==> config.mk <==
export PLATFORM = sky130hd
export DESIGN_NAME = lsu
export DESIGN_NICKNAME = d
export VERILOG_FILES = /design/src/rtl/lsu.sv
export SDC_FILE = /design/constraint.sdc
export NUM_CORES = 1
export LEC_CHECK = 0
export CORE_UTILIZATION = 50
export CTS_CLUSTER_SIZE = 24
export DETAILED_ROUTE_END_ITERATION = 10
export PLACE_DENSITY = 0.91
export SLEW_MARGIN = 20
export SYNTH_ARGS = -nofsm -noshare
export SYNTH_HDL_FRONTEND = slang
export SYNTH_SLANG_ARGS = --single-unit
==> constraint.sdc <==
create_clock -name clk_i -period 4.9 [get_ports clk_i]
set_clock_uncertainty 0.05 [all_clocks]
set_input_delay 0.98 -clock clk_i [delete_from_list [all_inputs] [get_ports clk_i]]
set_output_delay 0.98 -clock clk_i [all_outputs]
set_load 0.05 [all_outputs]
==> src/rtl/lsu.sv <==
// Load/store unit between the core and a single-port, combinational-read data memory.
// Aligned accesses pass straight through, in-word halves are merged, word-crossing accesses split.
module lsu #(
  parameter bit MISALIGN_TRAP = 1'b0
) (
  input  logic        clk_i,
  input  logic        rst_i,
  input  logic        req_i,
  input  logic        we_i,
  input  logic        sign_i,
  input  logic [1:0]  mask_op_i,
  input  logic [31:0] addr_i,
  input  logic [31:0] data_i,
  output logic        stall_o,
  output logic [31:0] rd_o,
  output logic        trap_o,
  output logic [15:0] split_cnt_o,
  output logic        dram_we_o,
  output logic        sign_o,
  output logic [1:0]  mask_op_o,
  output logic [31:0] addr_o,
  output logic [31:0] data_o,
  input  logic [31:0] rd_i
);

  typedef enum logic {ST_IDLE = 1'b0, ST_SECOND = 1'b1} state_t;

  state_t      r_state;
  logic        r_we;
  logic        r_sign;
  logic        r_word;
  logic [1:0]  r_off;
  logic [29:0] r_word_addr;
  logic [31:0] r_data;
  logic [31:0] r_buf;
  logic [15:0] r_cnt;

  logic        w_trap_mode;
  logic [1:0]  w_off;
  logic        w_is_half;
  logic        w_is_word;
  logic        w_aligned;
  logic        w_inword;
  logic        w_cross;
  logic        w_start;
  logic [4:0]  w_sh_first;
  logic [31:0] w_lo_mask;
  logic [31:0] w_first_data;
  logic [31:0] w_inword_data;
  logic [31:0] w_inword_rd;
  logic [1:0]  w_inv;
  logic [1:0]  w_rem;
  logic [4:0]  w_sh_inv;
  logic [4:0]  w_sh_rem;
  logic [31:0] w_join;
  logic [31:0] w_sec_rd;
  logic [31:0] w_rem_mask;
  logic [31:0] w_sec_data;

  assign w_trap_mode = MISALIGN_TRAP;
  assign w_off       = addr_i[1:0];
  assign w_is_half   = (mask_op_i == 2'b01);
  assign w_is_word   = mask_op_i[1];
  assign w_aligned   = (mask_op_i == 2'b00) | (w_is_half & ~addr_i[0]) |
                       (w_is_word & (w_off == 2'b00));
  assign w_inword    = w_is_half & (w_off == 2'b01);
  assign w_cross     = ~w_aligned & ~w_inword;
  assign w_start     = (r_state == ST_IDLE) & req_i & w_cross & ~w_trap_mode;

  assign w_sh_first    = {w_off, 3'b000};
  assign w_lo_mask     = (32'h1 << w_sh_first) - 32'h1;
  assign w_first_data  = (rd_i & w_lo_mask) | (data_i << w_sh_first);
  assign w_inword_data = {rd_i[31:24], data_i[15:0], rd_i[7:0]};
  assign w_inword_rd   = {{16{sign_i & rd_i[23]}}, rd_i[23:8]};

  // Word A took 4-o bytes; the remaining n-(4-o) bytes land in the low end of word B.
  assign w_inv      = 2'b00 - r_off;
  assign w_rem      = r_word ? r_off : 2'b01;
  assign w_sh_inv   = {w_inv, 3'b000};
  assign w_sh_rem   = {w_rem, 3'b000};
  assign w_join     = (rd_i << w_sh_inv) | r_buf;
  assign w_sec_rd   = r_word ? w_join : {{16{r_sign & w_join[15]}}, w_join[15:0]};
  assign w_rem_mask = (32'h1 << w_sh_rem) - 32'h1;
  assign w_sec_data = (rd_i & ~w_rem_mask) | ((r_data >> w_sh_inv) & w_rem_mask);

  // NOTE: every output gets a default first, so no path through this block can infer a latch.
  always_comb begin
    addr_o    = addr_i;
    mask_op_o = mask_op_i;
    data_o    = data_i;
    sign_o    = 1'b0;
    dram_we_o = 1'b0;
    rd_o      = rd_i;
    stall_o   = 1'b0;
    trap_o    = 1'b0;
    // NOTE: strobes are gated by rst_i so a request held during reset never writes or stalls.
    if (r_state == ST_SECOND) begin
      addr_o    = {r_word_addr + 30'd1, 2'b00};
      mask_op_o = 2'b10;
      data_o    = w_sec_data;
      dram_we_o = r_we & ~rst_i;
      rd_o      = w_sec_rd;
    end else if (w_trap_mode && !w_aligned) begin
      trap_o = req_i & ~rst_i;
      rd_o   = 32'h0;
    end else if (w_aligned) begin
      sign_o    = sign_i;
      dram_we_o = req_i & we_i & ~rst_i;
    end else if (w_inword) begin
      addr_o    = {addr_i[31:2], 2'b00};
      mask_op_o = 2'b10;
      data_o    = w_inword_data;
      dram_we_o = req_i & we_i & ~rst_i;
      rd_o      = w_inword_rd;
    end else begin
      addr_o    = {addr_i[31:2], 2'b00};
      mask_op_o = 2'b10;
      data_o    = w_first_data;
      dram_we_o = req_i & we_i & ~rst_i;
      rd_o      = 32'h0;
      stall_o   = req_i & ~rst_i;
    end
  end

  // NOTE: state is updated with non-blocking assignments so every register samples pre-edge values.
  always_ff @(posedge clk_i or posedge rst_i) begin
    if (rst_i) begin
      r_state     <= ST_IDLE;
      r_we        <= 1'b0;
      r_sign      <= 1'b0;
      r_word      <= 1'b0;
      r_off       <= 2'b00;
      r_word_addr <= 30'h0;
      r_data      <= 32'h0;
      r_buf       <= 32'h0;
      r_cnt       <= 16'h0;
    end else begin
      case (r_state)
        ST_IDLE: begin
          if (w_start) begin
            r_state     <= ST_SECOND;
            r_we        <= we_i;
            r_sign      <= sign_i;
            r_word      <= mask_op_i[1];
            r_off       <= w_off;
            r_word_addr <= addr_i[31:2];
            r_data      <= data_i;
            r_buf       <= rd_i >> w_sh_first;
          end
        end
        ST_SECOND: begin
          r_state <= ST_IDLE;
          if (r_cnt != 16'hFFFF) r_cnt <= r_cnt + 16'h1;
        end
        default: r_state <= ST_IDLE;
      endcase
    end
  end

  assign split_cnt_o = r_cnt;

endmodule
==> run_results.csv <==
group,metric,value,unit
die,start_util,51.6,%
drt,vias,9697,
timing,worst_pin_slew,1.12,ns
synthesis,synth_top_area_share,33.8,%
synthesis,synth_flop_cell,"dfrtp_1",
placement,dp.cells,1476,
worst_setup_path,path_max_fanout,16,
grt,grt_pass1_wl,49400,microns
clocking,cts_tree,"built",
synthesis,synth_area_per_cell,7.74,sq um
synthesis,post-synth-top-count-cell,"nand2_1",
cells_and_area,nets,1381,
hold_path,hold_class,"register to register",
clocking,clock_latency,0.42,ns
pwr,total_power,4.31,mW
worst_setup_path,r2r_start,"r_state",
synthesis,synthCells,1109,
pwr,clockPowerShare,26.7,%
clocking,clock-sinks,116,
pwr,p_per_area,368,nW/um^2
drt,routedWlPerCell,21.0,microns
synthesis,async_flop_share,100,%
cells_and_area,fillers,1276,
clocking,cts_hold_buf,0,
worst_setup_path,worst_setup_path_end_kind,"output pin",
timing,timing.fmax,222,MHz
timing,setup_violations,0,
worst_setup_path,startpoint_type,"primary input",
timing,period_share,91.9,%
clocking,clock_path_buffers,2,
worst_setup_path,worst_ep_required_time,3.87,ns
cells_and_area,drive_gt1_share,13.4,%
worst_setup_path,timing.rr.end,"r_buf[12]",
synthesis,syn_area,8580,sq um
drt,viasPerCell,6.42,
timing,rsz0062_at_grt,"false",
synthesis,synth_seq_area_share,33.8,%
clocking,cts_setup_buffers,0,
drt,first_pass_iters,7,
synthesis,ys_ff_latch,116,
drt,ant_nets,0,
synthesis,yosysWarnings,0,
clocking,numCtsBuffers,17,
synthesis,yosysUniqueCellTypes,51,
pwr,switching_share,42.0,%
grt,grt_start_max_net_pins,109,
pwr,p_leak,5.15,nW
pwr,p_int,2.50,mW
die,std_cell_rows,47,
worst_setup_path,arrival,3.48,ns
run,cap_violations,0,
grt,grt.overflow.total,0,
worst_setup_path,reg2reg_depth,4,
placement,place_area,11200,sq um
clocking,clock-root-buffer,"clkbuf_16",
placement,io_buffers,219,
grt,track_usage,36.0,%
pwr,power_frac_seq,30.3,%
drt,wl,31700,microns
synthesis,synth_area_leaders,"dfrtp_1, nand2_1, a21oi_1",
hold_path,whs_endpoint,"r_buf[18]",
clocking,htree_levels,4,
synthesis,synth_edf_count,0,
worst_setup_path,worstSetupPathType,"primary input to output pin",
timing,slew-limit-headroom,25.4,%
drt,drt_iter0_drc,1269,
synthesis,synth_nets,1215,
synthesis,synth_top_area_cell,"dfrtp_1",
die,dieWidth,133,microns
clocking,cts_resized,0,
grt,antenna_found_initial,2,
die,core,16600,sq um
die,pin_count,221,
die,die_h,133,microns
run_status,status,"finished, final reports clean",
pwr,switching_power,1.81,mW
drt,drc,0,
die,dieArea,17700,sq um
hold_path,holdPathStages,2,
hold_path,hold_start,"r_buf[18]",
grt,grt_pass1_vias,9234,
cells_and_area,final_cells,1510,
clocking,path_clk_slew,0.06,ns
worst_setup_path,ff2ff_setup_slack,1.66,ns
pwr,p_comb_share,43.0,%
cells_and_area,area_growth,36.6,%
timing,period_needed,4.51,ns
placement,gp_congestion,0.951,
timing,final-hold-violation-count,0,
cells_and_area,fin_area,11700,sq um
timing,setup_tns,0,ns
timing,finalMaxSlewViolations,0,
placement,dp.final_hpwl,21400,microns
synthesis,synth_commonest_cells,"nand2_1, dfrtp_1, a21oi_1, nor2_1, o21ai_0",
pwr,peakVddDrop,314,uV
metal layers:
metal	up-vias	global-route usage (%)	routed length, microns	share of wire (%)
li1	4241	-	-	-
met1	4507	45.1	11800	37
met2	767	55.5	14200	45
met3	182	10.9	3910	12
met4	0	19.3	1720	5.4
met5	-	0	0	0
metrics by stage:
stage	hold WS, ns	worst slack (ns)	utilization [%]
6_report	0.426	0.395	70.4
3_5_place_dp	0.412	0.546	67.1
2_1_floorplan	0.390	0.533	-
4_1_cts	0.425	0.536	70.4
3_3_place_gp	0.404	0.645	67.1
5_1_grt	0.442	0.368	70.4
cell families after synthesis:
logic type	share of synthesized area (%)
adders and majority gates	0.438
other	0.0437
muxes	12.5
buffers and inverters	5.32
and+or+nand+nor	23.5
DFF	33.8
xor gates and xnor gates	3.98
AOI/OAI and AO/OA	20.4
how the worst max path moves through the flow:
stage | from | to | slack (ns) | cells after the start
after global placement | rd_i[7] | rd_o[18] | 0.64 | 6
after global routing | rd_i[7] | rd_o[31] | 0.37 | 6
after detailed placement | rd_i[7] | rd_o[26] | 0.55 | 6
after CTS | rd_i[7] | rd_o[26] | 0.54 | 6
final | rd_i[7] | rd_o[26] | 0.39 | 6
after floorplan | addr_i[0] | data_o[8] | 0.53 | 8
final cells by class:
cell class / count / area (sq um) / area share (%)
Multi-Input combinational cell: 883 / 5240 / 44.7
Antenna cell: 2 / 5.00 / 0.0427
Clock inverter: 15 / 123 / 1.05
Tap cell: 220 / 275 / 2.35
Clock buffer: 17 / 425 / 3.63
Inverter: 15 / 58.8 / 0.502
Sequential cell: 116 / 2910 / 24.8
Timing Repair Buffer: 242 / 2680 / 22.9
cell usage in the layout (no fill, tap or decap), drive strengths merged, types with 7 or more instances in the layout:
cell type	count
a31oi	18
and2	12
mux4	16
mux2i	46
mux2	22
inv	21
dfrtp	116
a221oi	25
nor2	75
buf	90
xnor2	16
a22oi	13
nand2	300
nand4	9
clkdlybuf4s50	152
o21ai	53
xor2	23
a2111oi	7
o31ai	12
o21a	10
nor2b	9
and3	18
a21oi	113
nand3	26
clkbuf	17
a211oi	11
o211ai	16
critical path, cell delays in order:
cell and delay (ns):
clkdlybuf4s50_1 0.64, and3_1 0.31, a211oi_1 0.45, o31a_1 0.63, a21oi_1 0.25, buf_12 0.22
power by group through the flow:
stage	Combinational, mW	Sequential, mW	Clock (mW)
floorplan	1.12	1.32	0
global placement	1.79	1.30	0
detailed placement	1.82	1.31	0
CTS	1.83	1.30	1.16
global route	1.95	1.33	1.20
finish	1.85	1.31	1.15
sequential cells by signal, summed over array words and instances (netlist names):
signal,flops
r_we,1
r_state,1
r_off,2
r_sign,1
r_data,32
r_word,1
r_buf,32
r_word_addr,30
split_cnt_o,16
Power figures use the tool's default switching activity.
